$ cat src/rtl/afu_dfh_csr_avmm_slave.sv
// AFU DFH/UUID CSR slave: scratch bank, pipelined reads, waitrequest.
// Define AFU_DFH_CSR_PERF_CNT_EN for the perf counters in words 6/7.
module afu_dfh_csr_avmm_slave #(
  parameter logic [63:0] AFU_ID_H          = 64'h331D_B30C_9885_41EA,
  parameter logic [63:0] AFU_ID_L          = 64'h9081_F88B_8F65_5CAA,
  parameter logic [3:0]  DFH_FEATURE_TYPE  = 4'b0001,
  parameter logic [3:0]  DFH_AFU_MINOR_REV = 4'b0,
  parameter logic [3:0]  DFH_AFU_MAJOR_REV = 4'b0,
  parameter logic        DFH_END_OF_LIST   = 1'b1,
  parameter logic [23:0] DFH_NEXT_OFFSET   = 24'b0,
  parameter logic [11:0] DFH_FEATURE_ID    = 12'b0,
  parameter logic [23:0] NEXT_AFU_OFFSET   = 24'b0,
  parameter int          NUM_SCRATCH       = 2,
  parameter int          ADDR_WIDTH        = 4,
  parameter int          READ_LATENCY      = 1
) (
  input  logic                  clk,
  input  logic                  reset_n,
  input  logic [ADDR_WIDTH-1:0] avmm_address,
  input  logic                  avmm_read,
  input  logic                  avmm_write,
  input  logic [63:0]           avmm_writedata,
  input  logic [7:0]            avmm_byteenable,
  output logic                  avmm_waitrequest,
  output logic [63:0]           avmm_readdata,
  output logic                  avmm_readdatavalid
);

  localparam int XW  = (ADDR_WIDTH > 8) ? ADDR_WIDTH : 8;
  localparam int SIW = (NUM_SCRATCH > 2) ? $clog2(NUM_SCRATCH) : 1;
  localparam int NSA = 1 << SIW;

  localparam logic [63:0] DFH = {
    DFH_FEATURE_TYPE, 8'b0, DFH_AFU_MINOR_REV, 7'b0,
    DFH_END_OF_LIST, DFH_NEXT_OFFSET,
    DFH_AFU_MAJOR_REV, DFH_FEATURE_ID
  };
  localparam logic [63:0] CAP = {
    48'b0, 8'(READ_LATENCY), 8'(NUM_SCRATCH)
  };

  if (ADDR_WIDTH < 7 && (1 << ADDR_WIDTH) < 8 + NUM_SCRATCH)
  begin : g_aw_chk
    $error("ADDR_WIDTH too small for NUM_SCRATCH");
  end
  if (NUM_SCRATCH < 0 || NUM_SCRATCH > 64) begin : g_ns_chk
    $error("NUM_SCRATCH out of range");
  end
  if (READ_LATENCY < 1 || READ_LATENCY > 3) begin : g_rl_chk
    $error("READ_LATENCY out of range");
  end

  logic          wait_q;
  logic          init_q;
  logic          rd_acc;
  logic          wr_acc;
  logic [XW-1:0] addr;
  logic          is_scr;
  logic [SIW-1:0] scr_idx;
  logic [63:0]   rd_val;
  logic [63:0]   scratch [NSA];

  logic [READ_LATENCY-1:0] vld_q;
  logic [63:0]             dat_q [READ_LATENCY];

  assign addr    = XW'(avmm_address);
  assign rd_acc  = avmm_read & ~wait_q;
  assign wr_acc  = avmm_write & ~wait_q;
  assign is_scr  = (addr >= XW'(8)) &&
                   (addr < XW'(8 + NUM_SCRATCH));
  assign scr_idx = SIW'(addr - XW'(8));

  // Held high through the first edge after reset release.
  always_ff @(posedge clk or negedge reset_n) begin
    if (!reset_n) begin
      init_q <= 1'b0;
      wait_q <= 1'b1;
    end else begin
      init_q <= 1'b1;
      wait_q <= ~init_q;
    end
  end

  assign avmm_waitrequest = wait_q;

`ifdef AFU_DFH_CSR_PERF_CNT_EN
  logic [63:0] cyc_cnt;
  logic [31:0] rd_cnt;
  logic [31:0] wr_cnt;

  always_ff @(posedge clk or negedge reset_n) begin
    if (!reset_n) begin
      cyc_cnt <= '0;
      rd_cnt  <= '0;
      wr_cnt  <= '0;
    end else begin
      if (wr_acc && addr == XW'(6)) cyc_cnt <= '0;
      else cyc_cnt <= cyc_cnt + 64'd1;
      // A clearing write beats any same-cycle increment.
      if (wr_acc && addr == XW'(7)) begin
        rd_cnt <= '0;
        wr_cnt <= '0;
      end else begin
        rd_cnt <= rd_cnt + {31'b0, rd_acc};
        wr_cnt <= wr_cnt + {31'b0, wr_acc};
      end
    end
  end
`endif

  always_comb begin
    rd_val = '0;
    case (addr)
      XW'(0): rd_val = DFH;
      XW'(1): rd_val = AFU_ID_L;
      XW'(2): rd_val = AFU_ID_H;
      XW'(3): rd_val = {40'b0, NEXT_AFU_OFFSET};
      XW'(5): rd_val = CAP;
`ifdef AFU_DFH_CSR_PERF_CNT_EN
      XW'(6): rd_val = cyc_cnt;
      XW'(7): rd_val = {rd_cnt, wr_cnt};
`endif
      default: rd_val = is_scr ? scratch[scr_idx] : '0;
    endcase
  end

  always_ff @(posedge clk or negedge reset_n) begin
    if (!reset_n) begin
      for (int i = 0; i < NSA; i++) scratch[i] <= '0;
    end else if (wr_acc && is_scr) begin
      for (int b = 0; b < 8; b++) begin
        if (avmm_byteenable[b])
          scratch[scr_idx][8*b +: 8] <= avmm_writedata[8*b +: 8];
      end
    end
  end

  // Data is zeroed alongside an idle slot so readdata is 0 when not valid.
  always_ff @(posedge clk or negedge reset_n) begin
    if (!reset_n) begin
      vld_q <= '0;
      for (int i = 0; i < READ_LATENCY; i++) dat_q[i] <= '0;
    end else begin
      vld_q[0] <= rd_acc;
      dat_q[0] <= rd_acc ? rd_val : '0;
      for (int i = 1; i < READ_LATENCY; i++) begin
        vld_q[i] <= vld_q[i-1];
        dat_q[i] <= dat_q[i-1];
      end
    end
  end

  assign avmm_readdatavalid = vld_q[READ_LATENCY-1];
  assign avmm_readdata      = dat_q[READ_LATENCY-1];

endmodule

$ cat config.mk
export PLATFORM = sky130hd
export DESIGN_NAME = afu_dfh_csr_avmm_slave
export DESIGN_NICKNAME = d
export VERILOG_FILES = /design/src/rtl/afu_dfh_csr_avmm_slave.sv
export SDC_FILE = /design/constraint.sdc
export NUM_CORES = 1
export LEC_CHECK = 0
export ABC_AREA = 1
export CAP_MARGIN = 20
export CORE_AREA = 4 4 140 142
export DETAILED_ROUTE_END_ITERATION = 10
export DIE_AREA = 0 0 144 146
export GPL_TIMING_DRIVEN = 0
export PLACE_DENSITY_LB_ADDON = 0.05
export RECOVER_POWER = 25
export SLEW_MARGIN = 0
export SYNTH_ARGS = -nofsm -noshare
export SYNTH_HDL_FRONTEND = slang
export SYNTH_SLANG_ARGS = --single-unit
$ cat constraint.sdc
create_clock -name clk -period 1.35 [get_ports clk]
set_input_delay 0.27 -clock clk [delete_from_list [all_inputs] [get_ports clk]]
set_output_delay 0.27 -clock clk [all_outputs]
set_load 0.05 [all_outputs]
; ---- Yosys cells after proc, flatten, opt, wreduce, memory -nomap -nowiden
; Index checks and enable logic that the tools add are counted.
[op_classes]
magnitude_cmp = 4
addsub = 1
n_reduce_logical = 4
muxes = 45
eq_ne = 4
n_bitwise = 5
[ops]
columns = op, count
row1 = 2-to-1 mux 128 bit, 15
row2 = bitwise mux 128 bit, 8
row3 = demux 64 bit (select 1 bit), 8
row4 = 2-to-1 mux 64 bit, 6
row5 = case mux 64 bit (5 select lines), 1
row6 = 2-to-1 mux 56 bit, 1
row7 = 2-to-1 mux 48 bit, 1
row8 = 2-to-1 mux 40 bit, 1
row9 = 2-to-1 mux 32 bit, 1
row10 = 2-to-1 mux 24 bit, 1
row11 = 2-to-1 mux 16 bit, 1
row12 = equality test 4 x 2 -> 1 bit (second input constant), 2
row13 = zero test 8 bit, 1
row14 = 2-to-1 mux 8 bit, 1
row15 = equality test 4 x 1 -> 1 bit (second input constant), 1
row16 = equality test 4 x 3 -> 1 bit (second input constant), 1
row17 = greater-or-equal comparator 4 bit (second input constant), 1
row18 = < comparator 4 bit (second input constant), 1
row19 = logical AND 1 bit, 3
row20 = AND 1 bit, 2
row21 = greater-or-equal comparator 2 bit (second input constant), 1
row22 = < comparator 2 x 1 -> 1 bit (second input constant), 1
row23 = inverter 1 bit, 2
row24 = inverter 1 -> 2 bit, 1
row25 = subtractor 1 bit (second input constant), 1
[totals]
word_cells = 69
regBits = 195
input_bits = 80
output_inout_bits = 66

; ---- Logic depth before layout (Yosys ltp)
; Gate-level depths: netlist of run 1.
[logic_depth]
depth_word = 29
ltp_mapped = 9
ltp_nobuf = 7

; ---- Worst setup path after synthesis of run 1
; No wires, ideal clock.
[synth_timing]
path_kind = reg2reg
start = reg wait_q (netlist: avmm_waitrequest)
end = reg scratch[54] (netlist bit)
path_slack_ps = -94
required_ps = 1276
synth_period_minus_slack_ps = 1444
stages_incl_launch_ff = 7
t_arrival_ps = 1370
path_cell_list = dfstp_2 -> nor2_4 -> buf_12 -> nand3_4 -> buf_6 -> nand2_1 -> o21ai_2
[synth_via]
elab_chain_cells = 3
[synth_lines]
columns = item, line
row1 = start: declaration, 53  ; logic wait_q;
row2 = start signal: assignment, 80  ; wait_q <= ~init_q;
row3 = inverter 1 bit, 68  ; assign wr_acc = avmm_write & ~wait_q;
row4 = AND 1 bit, 68
row5 = logical AND 1 bit, 130  ; end else if (wr_acc && is_scr) begin
row6 = end signal: indexed assignment, 133  ; scratch[scr_idx][8*b +: 8] <= avmm_writedata[8*b +: 8];
row7 = end: declaration, 61  ; logic [63:0] scratch [NSA];
; No other way between the ends.
; A chain may end at the register's enable or synchronous reset.

; ---- Worst setup path after layout of run 1
[layout_timing]
start = reg wait_q (netlist: avmm_waitrequest)
end = out avmm_waitrequest
[layout_lines]
columns = item, line
row1 = end: declaration, 24  ; output logic avmm_waitrequest,
; No word-level cell between the ends.

==> flow_metrics.py, run 1 <==
metrics = {
    "logic_synthesis": {
        "seq_area_frac_synth": 0.5594,
        "synth-compound-area-share": 0.1293,
        "synthAdderAreaFrac": 0,
        "syn-instance-count": 980,
        "ys_seq_elements": 195,
        "synth_mux_area_frac": 0,
        "postSynthAreaPerCell_um2": 8.904,
        "yosys_warnings": 0,
        "synth_top_family_by_area": "simple AND/OR/NAND/NOR gates",
        "synth_nets": 1060,
        "yosysUniqueCellTypes": 20,
        "synth_xor_area_frac": 0,
        "syn_area_mm2": 0.008726,
        "synthSimpleGateAreaFrac": 0.2192,
    },
    "global_routing": {
        "use_met3": 0.03976,
        "met2_usage": 0.3913,
        "grt_pass1_wl_mm": 38.41,
        "track_usage": 0.2383,
        "grt_pass1_vias": 6961,
        "grt-ovfl-total": 0,
        "grt_max_degree": 107,
        "grtUsageMet1": 0.3285,
        "antenna_found_initial": 0,
        "top_usage_layer": "met2",
    },
    "setup_path": {
        "path_class": "flip-flop to output pin",
        "endpoint_kind": "output pin",
        "cpPeakStageDelay_ns": 0.62,
        "cp_slowest_cell": "dfstp_2",
        "worstPathMaxFanout": 3,
        "startpoint_type": "flip-flop",
        "cp_data_arrival_time_ns": 1.22,
        "timing.critical_path.buf_inv": 1,
        "required_ns": 1.08,
        "worstSetupEndpoint": "avmm_waitrequest",
        "cpLargestDelayFamily": "flip-flops",
        "critPathLaunch": "avmm_waitrequest$_DFF_PN1_",
        "reg2reg_slack_ns": -0.11,
        "r2r_end": "scratch[40]$_DFFE_PN0P_",
        "path_cells": "buf_8",
        "worstRegToRegCells": 7,
        "cp_num_cells": 1,
        "timing.rr.start": "avmm_waitrequest$_DFF_PN1_",
    },
    "die": {
        "start_util": 0.4728,
        "coreArea_mm2": 0.01846,
        "io_pins": 146,
        "die-area_mm2": 0.02102,
        "fp.dieW_um": 144,
        "rows": 50,
        "die_h_um": 146,
    },
    "hold_path": {
        "min_path_type": "input port to asynchronous set/reset pin",
    },
    "timing": {
        "finalMaxSlewViolations": 0,
        "fin_crit_ns": 1.489,
        "finalCritPeriodShare": 1.103,
        "tns_ns": -4.261,
        "max-slew-margin-rel": 0.5227,
        "tightest_slew_ns": 0.7159,
        "whs_ns": -0.1547,
        "finalSetupViolations": 118,
        "fin_skew_ns": 0.009218,
        "fin_ws_ns": -0.1395,
        "grt_setup_unrepaired": "yes",
        "hold_violations": 88,
        "fmax_mhz": 671.4,
    },
    "place": {
        "place_congestion": 0.8127,
        "dp_hpwl_mm": 15.97,
        "io_buffer_count": 145,
    },
    "layout": {
        "final_nets": 1266,
        "num-fill-cells": 1597,
        "diodes": 0,
        "area_growth_pct": 35.69,
        "drive_above_1_share": 0.3103,
    },
    "drt": {
        "vias_per_cell": 4.920,
        "dr.pass1.iters": 5,
        "drc": 0,
        "ant_nets": 0,
        "dr_total_vias": 7050,
        "initialDrtViolationCount": 458,
        "totalWireLength_mm": 24.54,
        "wl_per_cell_um": 17.12,
    },
    "cts": {
        "h-tree-depth": 4,
        "cts-buffers-inserted": 17,
        "path_clk_slew_ns": 0.07,
        "cts_tree": "built",
        "insertion_delay_ns": 0.43,
        "clock_path_buffers": 2,
        "root_buffer": "clkbuf_16",
        "clock-sinks": 195,
    },
    "power_and_ir_drop": {
        "ir_drop_mv": 0.9583,
        "leakagePower_nw": 6.098,
        "power_density_mw_per_mm2": 1172,
        "power_w": 0.01388,
    },
    "run_status": {
        "status": "complete, but fails checks",
        "violations": "negative hold slack, negative setup slack",
    },
    "run": {
        "max-cap-violations": 0,
    },
}
==> cells in the mapped netlist (all sizes together) <==
cell	n	area, um^2
clkbuf	1	3.750
buf	47	367.9
a21oi	35	175.2
nor2	42	172.7
nand2	389	1460
dfstp	1	26.28
dfrtp	194	4855
a21boi	1	7.510
o21ai	129	945.9
inv	114	427.9
conb	1	3.750
nand3	26	280.3
==> placed cells by master (no fill, tap or decap), types with 3 or more instances in the layout <==
cell type,instances
nand2_1,354
dfrtp_1,194
inv_1,114
o21ai_2,105
clkdlybuf4s50_1,74
buf_2,65
nor2_1,34
buf_4,31
nand2_2,27
buf_6,24
a21oi_1,20
buf_8,19
nand3_4,19
clkbuf_16,18
o21ai_1,16
a21oi_2,15
buf_12,11
nand2_4,8
o21ai_0,8
nand3_1,7
nor2_2,5
clkinvlp_4,4
clkinv_2,4
nor2_4,3
inv_8,3
==> worst min-delay path by stage <==
stage | from | endpoint | slack (ns)
2_1_floorplan | reset_n | avmm_readdata[0]$_DFF_PN0_ | -0.03
3_3_place_gp | init_q$_DFF_PN0_ | avmm_waitrequest$_DFF_PN1_ | 0.34
3_5_place_dp | reset_n | scratch[49]$_DFFE_PN0P_ | 0.34
4_1_cts | reset_n | avmm_readdata[53]$_DFF_PN0_ | -0.12
5_1_grt | reset_n | avmm_readdata[61]$_DFF_PN0_ | -0.1
6_report | reset_n | scratch[49]$_DFFE_PN0P_ | -0.15
==> final cells by class <==
cell class | instances | area [um^2] | area share
tap | 234 | 292.8 | 0.02473
inverter | 114 | 427.9 | 0.03614
timing repair buffer | 186 | 1634 | 0.1380
buffer | 48 | 603.1 | 0.05094
clock inverter | 14 | 131.4 | 0.01110
clock buffer | 18 | 429.2 | 0.03625
sequential | 195 | 4881 | 0.4122
multi-input combinational | 624 | 3441 | 0.2906
==> state kept, by name, summed over array words and instances (netlist names) <==
| register | count |
|---|---|
| init_q | 1 |
| avmm_waitrequest | 1 |
| avmm_readdata | 64 |
| avmm_readdatavalid | 1 |
| scratch | 128 |
==> what timing repair did <==
action / in CTS / in global routing
setup buffers: 21 / 13
setup endpoints to repair: 257 / 187
gates resized for setup: 454 / 84
cloned: 6 / 4
endpoints found under the hold margin: 88 / 88
pin swaps: 11 / 13
==> metrics by stage <==
| step | hold slack [ns] | instances | util | setup slack [ns] | area, um^2 |
|---|---|---|---|---|---|
| 6_report | -0.1547 | 1433 | 0.6416 | -0.1395 | 11840 |
| 5_1_grt | -0.09841 | 1433 | 0.6416 | -0.1722 | 11840 |
| 4_1_cts | -0.1227 | 1418 | 0.6233 | -0.1759 | 11500 |
| 3_5_place_dp | 0.3408 | 1360 | 0.5734 | -0.8267 | 10580 |
| 3_3_place_gp | 0.3370 | 1359 | 0.5716 | -8.250 | 10550 |
| 2_1_floorplan | -0.02559 | 980 | - | -0.06859 | 8805 |
==> power by group <==
group          leakage, nW  internal [W]  total (W)  switching [W]
combinational         3.20      0.000940    0.00224        0.00130
sequential            2.63       0.00639    0.00672       0.000329
clock                0.267       0.00257    0.00491        0.00234
==> logic make-up (layout without fill, tap and decap cells) <==
group / after synthesis / in the layout
AND/OR/NAND/NOR: 457 / 458
flip-flops: 195 / 195
AO/OA/AOI/OAI: 165 / 165
buffers and inverters: 162 / 380
other: 1 / 1
==> layer usage <==
| layer | up-vias | routed length [um] |
|---|---|---|
| met5 | - | 0 |
| met4 | 0 | 410 |
| li1 | 3440 | - |
| met2 | 201 | 12270 |
| met1 | 3380 | 10740 |
| met3 | 29 | 1122 |
(Power assumes the default switching activity.)
==> run 2, diff against run 1 <==
--- a/config.mk
+++ b/config.mk
@@ -7,12 +7,13 @@
 export LEC_CHECK = 0
 export ABC_AREA = 1
 export CAP_MARGIN = 20
-export CORE_AREA = 4 4 140 142
+export CORE_AREA = 3 3 139 141
 export DETAILED_ROUTE_END_ITERATION = 10
-export DIE_AREA = 0 0 144 146
+export DIE_AREA = 0 0 142 144
 export GPL_TIMING_DRIVEN = 0
 export PLACE_DENSITY_LB_ADDON = 0.05
 export RECOVER_POWER = 25
+export SKIP_LAST_GASP = 1
 export SLEW_MARGIN = 0
 export SYNTH_ARGS = -nofsm -noshare
 export SYNTH_HDL_FRONTEND = slang
==> flow_metrics.py, run 2 (same netlist as run 1, synthesis figures left out) <==
metrics = {
    "timing": {
        "tns_ns": -4.418,
        "fin_skew_ns": 0.01080,
        "finalCritPeriodShare": 1.075,
        "tightest_slew_ns": 1.126,
        "fin_ws_ns": -0.1017,
        "max-slew-margin-rel": 0.2496,
        "finalMaxSlewViolations": 0,
        "hold_violations": 0,
        "grt_setup_unrepaired": "yes",
        "fmax_mhz": 688.8,
        "fin_crit_ns": 1.452,
        "finalSetupViolations": 114,
    },
    "setup_path": {
        "worstPathMaxFanout": 3,
        "path_cells": "buf_8",
        "startpoint_type": "flip-flop",
        "cp_slowest_cell": "dfstp_2",
        "reg2reg_slack_ns": -0.09,
        "endpoint_kind": "output pin",
        "r2r_end": "scratch[77]$_DFFE_PN0P_",
        "cpPeakStageDelay_ns": 0.59,
        "path_class": "flip-flop to output pin",
        "critPathLaunch": "avmm_waitrequest$_DFF_PN1_",
        "cpLargestDelayFamily": "flip-flops",
        "cp_num_cells": 1,
        "timing.rr.start": "avmm_waitrequest$_DFF_PN1_",
        "worstSetupEndpoint": "avmm_waitrequest",
        "required_ns": 1.08,
        "timing.critical_path.buf_inv": 1,
        "worstRegToRegCells": 7,
        "cp_data_arrival_time_ns": 1.18,
    },
    "layout": {
        "layout_common_cells": "nand2_1, dfrtp_1, inv_1, o21ai_2, clkdlybuf4s50_1",
        "area_growth_pct": 35.93,
        "final_cell_area_mm2": 0.01186,
        "final_nets": 1283,
        "diodes": 0,
        "largest_reg_flops": 128,
        "drive_above_1_share": 0.2747,
        "fin_cells": 1445,
        "regMostFlops": "scratch",
        "final_common_cell": "nand2_1",
    },
    "drt": {
        "initialDrtViolationCount": 604,
        "vias_per_cell": 4.963,
        "dr_total_vias": 7171,
        "drc": 0,
        "ant_nets": 0,
        "wl_per_cell_um": 16.96,
        "totalWireLength_mm": 24.50,
        "dr.pass1.iters": 7,
    },
    "cts": {
        "cts_tree": "built",
        "root_buffer": "clkbuf_16",
        "clock-sinks": 195,
        "h-tree-depth": 4,
        "cts-buffers-inserted": 17,
        "insertion_delay_ns": 0.44,
        "path_clk_slew_ns": 0.07,
        "clock_path_buffers": 2,
    },
    "place": {
        "dpl_cell_area_mm2": 0.01058,
        "io_buffer_count": 145,
        "place_congestion": 0.8981,
        "dp.cells": 1355,
        "dp_hpwl_mm": 15.74,
    },
    "die": {
        "die_h_um": 144,
        "die-area_mm2": 0.02045,
        "fp.dieW_um": 142,
        "io_pins": 146,
        "start_util": 0.4825,
        "rows": 49,
        "coreArea_mm2": 0.01809,
    },
    "power_and_ir_drop": {
        "ir_drop_mv": 0.9569,
        "power_density_mw_per_mm2": 1188,
        "leakagePower_nw": 6.180,
    },
    "hold_path": {
        "min_path_type": "input port to asynchronous set/reset pin",
    },
    "run_status": {
        "violations": "negative setup slack",
        "status": "complete, but fails checks",
    },
    "global_routing": {
        "grt_pass1_vias": 6879,
        "grt_pass1_wl_mm": 37.81,
        "grt_max_degree": 118,
        "track_usage": 0.2419,
        "antenna_found_initial": 0,
        "grt-ovfl-total": 0,
    },
    "run": {
        "max-cap-violations": 0,
    },
}
## run 2: timing repair
action | 4_1_cts | 5_1_grt
resized for setup | 401 | 25
buffers inserted | 39 | 8
pin swaps | 11 | 7
gates cloned | 7 | 8
setup endpoints to repair | 255 | 163
hold endpoints to repair | 77 | 77
## run 2: how the worst min path moves through the flow
stage,start,endpoint,slack [ns],depth (start not counted)
6_report,reset_n,avmm_readdata[52]$_DFF_PN0_,0.07,1
5_1_grt,reset_n,avmm_readdata[52]$_DFF_PN0_,0.13,1
4_1_cts,reset_n,avmm_readdata[52]$_DFF_PN0_,-0.16,1
3_5_place_dp,reset_n,avmm_readdata[52]$_DFF_PN0_,0.30,1
3_3_place_gp,init_q$_DFF_PN0_,avmm_waitrequest$_DFF_PN1_,0.34,1
2_1_floorplan,reset_n,avmm_readdata[0]$_DFF_PN0_,-0.03,0
## run 2: power breakdown
group	internal, W	total (W)	switching, W
Clock	0.00299	0.00526	0.00227
Sequential	0.00640	0.00671	0.000311
Combinational	0.000881	0.00213	0.00125
## run 2: final cells by class
class | count | area [um^2]
clock buffers | 22 | 494.2
clock inverters | 10 | 118.9
well taps | 229 | 286.5
inverters | 114 | 427.9
multi-input cells | 625 | 3207
fillers | 1515 | 6225
flip-flops and latches | 195 | 4881
plain buffers | 45 | 553.0
repair buffers | 205 | 1893
## run 2: per-layer routing
metal	up-vias	wire [um]	GRT usage
li1	3487	-	-
met1	3397	10770	0.3396
met2	239	11490	0.3819
met3	48	1529	0.04927
met4	0	715	0.07576
met5	-	0	0
## run 2: stage by stage
step	power, W	util	worst slack, ns	hold WS (ns)
after detailed placement	0.008819	0.5847	-0.8840	0.2951
final	0.01410	0.6558	-0.1017	0.06539
after CTS	0.01408	0.6406	-0.1051	-0.1634
after global routing	0.01472	0.6558	-0.1276	0.1331
after floorplan	0.007995	-	-0.06859	-0.02559
after global placement	0.008770	0.5829	-8.188	0.3397
